===== config.mk =====
export PLATFORM = sky130hd
export DESIGN_NAME = fetch_queue_unit
export DESIGN_NICKNAME = d
export VERILOG_FILES = /design/src/rtl/fetch_queue_unit.sv
export SDC_FILE = /design/constraint.sdc
export NUM_CORES = 1
export LEC_CHECK = 0
export ABC_AREA = 1
export CAP_MARGIN = 20
export CORE_ASPECT_RATIO = 2
export CORE_MARGIN = 4
export CORE_UTILIZATION = 51
export DETAILED_ROUTE_END_ITERATION = 7
export PLACE_DENSITY = 0.75
export SLEW_MARGIN = 40
export SYNTH_ARGS = -nofsm -noshare
export SYNTH_HDL_FRONTEND = slang
export SYNTH_SLANG_ARGS = --single-unit

===== constraint.sdc =====
create_clock -name clk -period 4.8 [get_ports clk]
set_input_delay 0.96 -clock clk [delete_from_list [all_inputs] [get_ports clk]]
set_output_delay 0.96 -clock clk [all_outputs]
set_load 0.005 [all_outputs]

===== src/rtl/fetch_queue_unit.sv =====
// Fetch stage: owns the PC, issues in-order imem word requests, queues {instr, pc}.
// Optional misaligned-redirect check/halt enabled by `define FETCH_MISALIGN_CHK_EN.
module fetch_queue_unit #(
  parameter logic [31:0] RESET_PC = 32'h0000_0000,
  parameter int unsigned DEPTH    = 4
) (
  input  logic        clk,
  input  logic        rst,
  input  logic        redirect_valid,
  input  logic [31:0] redirect_pc,
  output logic        imem_req_valid,
  input  logic        imem_req_ready,
  output logic [31:0] imem_req_addr,
  input  logic        imem_rsp_valid,
  input  logic [31:0] imem_rsp_data,
  output logic        out_valid,
  input  logic        out_ready,
  output logic [31:0] out_instr,
  output logic [31:0] out_pc,
  output logic [31:0] out_pc_plus4,
  output logic        misalign
);

  localparam int unsigned AW  = $clog2(DEPTH);
  localparam int unsigned CW  = AW + 1;
  localparam int unsigned CW1 = CW + 1;

  typedef enum logic {RUN, HALT} state_t;

  state_t        state;
  logic [31:0]   fetch_pc;
  logic [31:0]   rsp_pc;
  logic [CW-1:0] inflight;
  logic [CW-1:0] discard;
  logic [CW-1:0] count;
  logic [AW-1:0] rd_ptr;
  logic [AW-1:0] wr_ptr;
  logic          misalign_q;

  logic [31:0]   instr_q [DEPTH];
  logic [31:0]   pc_q    [DEPTH];

  logic [31:0]   tgt_pc;
  logic          tgt_bad;
  logic [CW:0]   occ;
  logic          credit_ok;
  logic          req_fire;
  logic          push;
  logic          pop;
  logic [CW-1:0] inflight_nxt;

`ifdef FETCH_MISALIGN_CHK_EN
  assign tgt_pc  = redirect_pc;
  assign tgt_bad = redirect_pc[1:0] != 2'b00;
`else
  assign tgt_pc  = redirect_pc & ~32'd3;
  assign tgt_bad = 1'b0;
`endif

  // Credits cover both queued and in-flight words, so a push never overflows.
  assign occ       = {1'b0, inflight} + {1'b0, count};
  assign credit_ok = occ < CW1'(DEPTH);

  assign imem_req_valid = !rst && (state == RUN)
                       && !redirect_valid && credit_ok;
  assign imem_req_addr  = fetch_pc;
  assign req_fire       = imem_req_valid && imem_req_ready;

  assign out_valid = count != '0;
  assign pop       = out_valid && out_ready;
  assign push      = imem_rsp_valid && (discard == '0)
                  && !redirect_valid;

  assign inflight_nxt = inflight + CW'(req_fire)
                      - CW'(imem_rsp_valid);

  assign out_instr    = out_valid ? instr_q[rd_ptr] : '0;
  assign out_pc       = out_valid ? pc_q[rd_ptr] : '0;
  assign out_pc_plus4 = out_valid ? pc_q[rd_ptr] + 32'd4 : '0;
  assign misalign     = misalign_q;

  always_ff @(posedge clk) begin
    if (rst) begin
      state      <= RUN;
      fetch_pc   <= RESET_PC;
      rsp_pc     <= RESET_PC;
      inflight   <= '0;
      discard    <= '0;
      count      <= '0;
      rd_ptr     <= '0;
      wr_ptr     <= '0;
      misalign_q <= 1'b0;
    end else begin
      inflight <= inflight_nxt;
      if (redirect_valid) begin
        // Everything still outstanding belongs to the old path.
        fetch_pc   <= tgt_pc;
        rsp_pc     <= tgt_pc;
        discard    <= inflight_nxt;
        count      <= '0;
        rd_ptr     <= '0;
        wr_ptr     <= '0;
        misalign_q <= tgt_bad;
        state      <= tgt_bad ? HALT : RUN;
      end else begin
        if (req_fire)
          fetch_pc <= fetch_pc + 32'd4;
        if (imem_rsp_valid && (discard != '0))
          discard <= discard - CW'(1);
        if (push) begin
          wr_ptr <= wr_ptr + AW'(1);
          rsp_pc <= rsp_pc + 32'd4;
        end
        if (pop)
          rd_ptr <= rd_ptr + AW'(1);
        count <= count + CW'(push) - CW'(pop);
      end
    end
  end

  always_ff @(posedge clk) begin
    if (push) begin
      instr_q[wr_ptr] <= imem_rsp_data;
      pc_q[wr_ptr]    <= rsp_pc;
    end
  end

endmodule


==> impl_metrics.csv <==
group,metric,value,unit
status,status,"finished clean",
place,portBuffers,191,
final_layout,mostFrequentLayoutCells,"nand2_1 (529), nor2_1 (311), edfxtp_1 (248)",
clocking,cts-htree-levels,1,
clocking,holdBufCountCts,0,
sta,finalHoldViolations,0,
power_and_ir_drop,seqPwrFrac,0.503,
global_routing,overflow,0,
min_path,hold_path_class,"reg -> reg",
yosys,synth_edf_count,248,
worst_setup_path,arrival,3.54,ns
sta,fin_crit_sh,0.938,
global_routing,grtUsageTotal,0.253,
detailed_routing,drt_iter0_drc,796,
clocking,clk_pin_slew,0.06,ns
clocking,cts_tree,"done",
floorplan,die-area,34200,um2
yosys,yosys.area.top_type_share,0.469,
power_and_ir_drop,power.internal,0.00478,W
worst_setup_path,cpMaxStageDelayCell,"clkdlybuf4s50_1",
sta,fin_worst_hold_slack,0.488,ns
floorplan,row_count,91,
final_layout,num-fill-cells,2623,
final_layout,finalInstanceArea,19100,um2
clocking,cts-buffers-inserted,28,
global_routing,antenna_found_initial,0,
worst_setup_path,start_kind,"flop",
final_layout,fin_nets,2113,
sta,timing.fmax,222,MHz
sta,skew,0.0125,ns
power_and_ir_drop,irDropWorstVdd,0.277,mV
final_layout,num_antenna_cells,0,
power_and_ir_drop,switchingPower,0.00160,W
sta,drv_slew,0,
place,gp_congestion,0.940,
floorplan,die_x,133,um
sta,setup_tns,0,ns
power_and_ir_drop,swShare,0.250,
floorplan,coreArea,30900,um2
worst_setup_path,crit_path_end_kind,"primary output",
sta,slew_headroom,0.458,
place,hpwl,31.1,mm
yosys,yosys_warnings,0,
power_and_ir_drop,clockPowerShare,0.361,
worst_setup_path,cp.required,3.84,ns
clocking,worstSkewPairLatency,0.55,ns
worst_setup_path,critical_path.max_stage_delay,0.53,ns
power_and_ir_drop,combPwrFrac,0.136,
floorplan,start_util,0.515,
detailed_routing,drt_first_pass_iters,6,
power_and_ir_drop,powerDensity,334,nW/um2
yosys,syn_area,15900,um2
clocking,clock_path_buffers,3,
job,maxCapViolations,0,
floorplan,pin_count,201,
clocking,cts_root_buf,"clkbuf_16",
sta,setup_violations,0,
yosys,synth-seq-cells,323,
place,placed_cell_area,18100,um2
sta,rsz0062_at_grt,"false",
worst_setup_path,cpMostUsedCell,"nand2_1",
detailed_routing,drc,0,
final_layout,layout.cells.most_common,"nand2_1",
yosys,synth_ff_type,"edfxtp_1",
detailed_routing,vias_per_cell,5.44,
worst_setup_path,path_class,"reg -> out",
sta,min_period,4.50,ns
global_routing,grt_pass1_vias,13300,
yosys,yosys.area.top_type,"edfxtp_1",
detailed_routing,routedWlPerCell,18.1,um
detailed_routing,vias,13400,
final_layout,drive_gt1_frac,0.0489,
yosys,syn_area_per_cell,8.52,um2
yosys,yosysSeqAreaShare,0.563,
detailed_routing,ant_nets,0,
yosys,synthCells,1865,
global_routing,grt_start_max_net_pins,91,
power_and_ir_drop,p_total,0.00638,W
worst_setup_path,critPathMaxFanout,75,
clocking,cts_sinks,323,
power_and_ir_drop,p_leak,7.15,nW
floorplan,die_y,258,um
global_routing,grt_pass1_wl,68.9,mm
yosys,async_reset_ff_frac,0,
worst_setup_path,cp_num_buf_inv,2,
yosys,synth.distinct_cells,44,
yosys,synthTopCellsByArea,"edfxtp_1 (47%), nand2_1 (12%), dfxtp_1 (9.5%)",
detailed_routing,totalWireLength,44.7,mm
worst_setup_path,crit_family,"simple AND/OR/NAND/NOR gates",
sta,worstMarginPinSlew,0.813,ns
worst_setup_path,crit_chain,"buf_12 -> nand2_1 -> nand2_1 -> nand2_1 -> nand2_1 -> ha_1 -> nand3_1 -> nor2_1 -> nand2_1 -> nor2_4 -> nand3_1 -> nand2_1 -> nand2_1 -> nor2_1 -> clkdlybuf4s50_1",
final_layout,area_growth,20.2,%
==> sequential cells by signal (all words and copies together), names as in the netlist, named ones only <==
| name | flops |
|---|---|
| imem_req_addr | 30 |
| pc_q | 120 |
| discard | 3 |
| wr_ptr | 2 |
| rd_ptr | 2 |
| instr_q | 128 |
| inflight | 3 |
| rsp_pc | 30 |
| count | 3 |
==> final timing paths <==
path,start,to,slack [ns],cells after the start
worst min register to register,rd_ptr[1]$_SDFFE_PP0P_,flop,0.49,2
worst max register to register,inflight[1]$_SDFF_PP0_,discard[2]$_SDFFE_PP0P_,1.76,15
worst max-delay path,flop,out_pc_plus4[28],0.30,15
worst min-delay path,rd_ptr[1]$_SDFFE_PP0P_,flop,0.49,2
==> routing by layer <==
metal | GRT usage | up-vias | wire length (um)
met1 | 0.263 | 6297 | 15900
met3 | 0.0246 | 126 | 2080
met5 | 0 | - | 0
li1 | - | 6496 | -
met4 | 0.148 | 0 | 2650
met2 | 0.485 | 491 | 24000
==> layout make-up <==
class | instances | area [um2] | share of cell area
Tap cell | 418 | 523 | 0.0274
Clock inverter | 14 | 141 | 0.00740
Timing Repair Buffer | 209 | 2110 | 0.111
Clock buffer | 37 | 807 | 0.0423
Sequential cell | 323 | 8950 | 0.469
Multi-Input combinational cell | 1332 | 6050 | 0.317
Inverter | 132 | 512 | 0.0268
==> power by group through the flow <==
| stage | clock [W] | combinational (W) | sequential [W] |
|---|---|---|---|
| 2_1_floorplan | 0 | 0.000467 | 0.00325 |
| 3_3_place_gp | 0 | 0.000849 | 0.00326 |
| 3_5_place_dp | 0 | 0.000867 | 0.00326 |
| 4_1_cts | 0.00235 | 0.000872 | 0.00320 |
| 5_1_grt | 0.00244 | 0.000962 | 0.00322 |
| 6_report | 0.00230 | 0.000869 | 0.00321 |
==> worst register-to-register path, delay by kind of cell (launching register included) <==
family | cells | cell delay, ns
AOI/OAI and AO/OA | 1 | 0.17
xor gates and xnor gates | 2 | 0.30
adders and majority gates | 4 | 1.19
buffers and inverters | 3 | 0.18
DFF | 1 | 0.41
and+or+nand+nor | 5 | 0.68
==> synth_stat cells, types with 3 or more instances <==
cell type,instances
nand3b_1,3
nor2_4,3
inv_2,3
buf_1,4
dfxtp_1,75
buf_2,20
ha_1,15
o21ai_0,110
o22ai_1,4
buf_6,6
nor3_1,28
clkbuf_1,35
nor2_2,10
buf_4,17
nand2_2,4
o21bai_1,3
a21oi_1,90
o211ai_1,4
a31oi_1,27
xor2_1,22
xnor2_1,6
nor2_1,316
nand2_1,529
nand4_1,14
nand3_1,120
inv_1,127
edfxtp_1,248
==> cell families (layout without fill, tap and decap cells) <==
family / after synthesis / after routing / share of synthesized area
fa+ha+maj: 17 / 17 / 0.0143
flops: 323 / 323 / 0.563
xor+xnor: 28 / 28 / 0.0154
simple gates: 1035 / 1035 / 0.265
buf+inv: 216 / 392 / 0.0606
other cells: 1 / 7 / 0.000236
compound gates: 245 / 245 / 0.0817
==> timing repair <==
action	CTS	global route
setup endpoints to repair	4	8
setup buffers	0	0
resized for setup	2	9
==> per-stage QoR <==
| stage | util | setup WS (ns) | std cells |
|---|---|---|---|
| 2_1_floorplan | - | 0.161 | 1871 |
| 3_3_place_gp | 0.587 | 0.525 | 2414 |
| 3_5_place_dp | 0.587 | 0.473 | 2414 |
| 4_1_cts | 0.618 | 0.0370 | 2465 |
| 5_1_grt | 0.619 | 0.0445 | 2465 |
| 6_report | 0.619 | 0.298 | 2465 |
(Power assumes the default switching activity.)
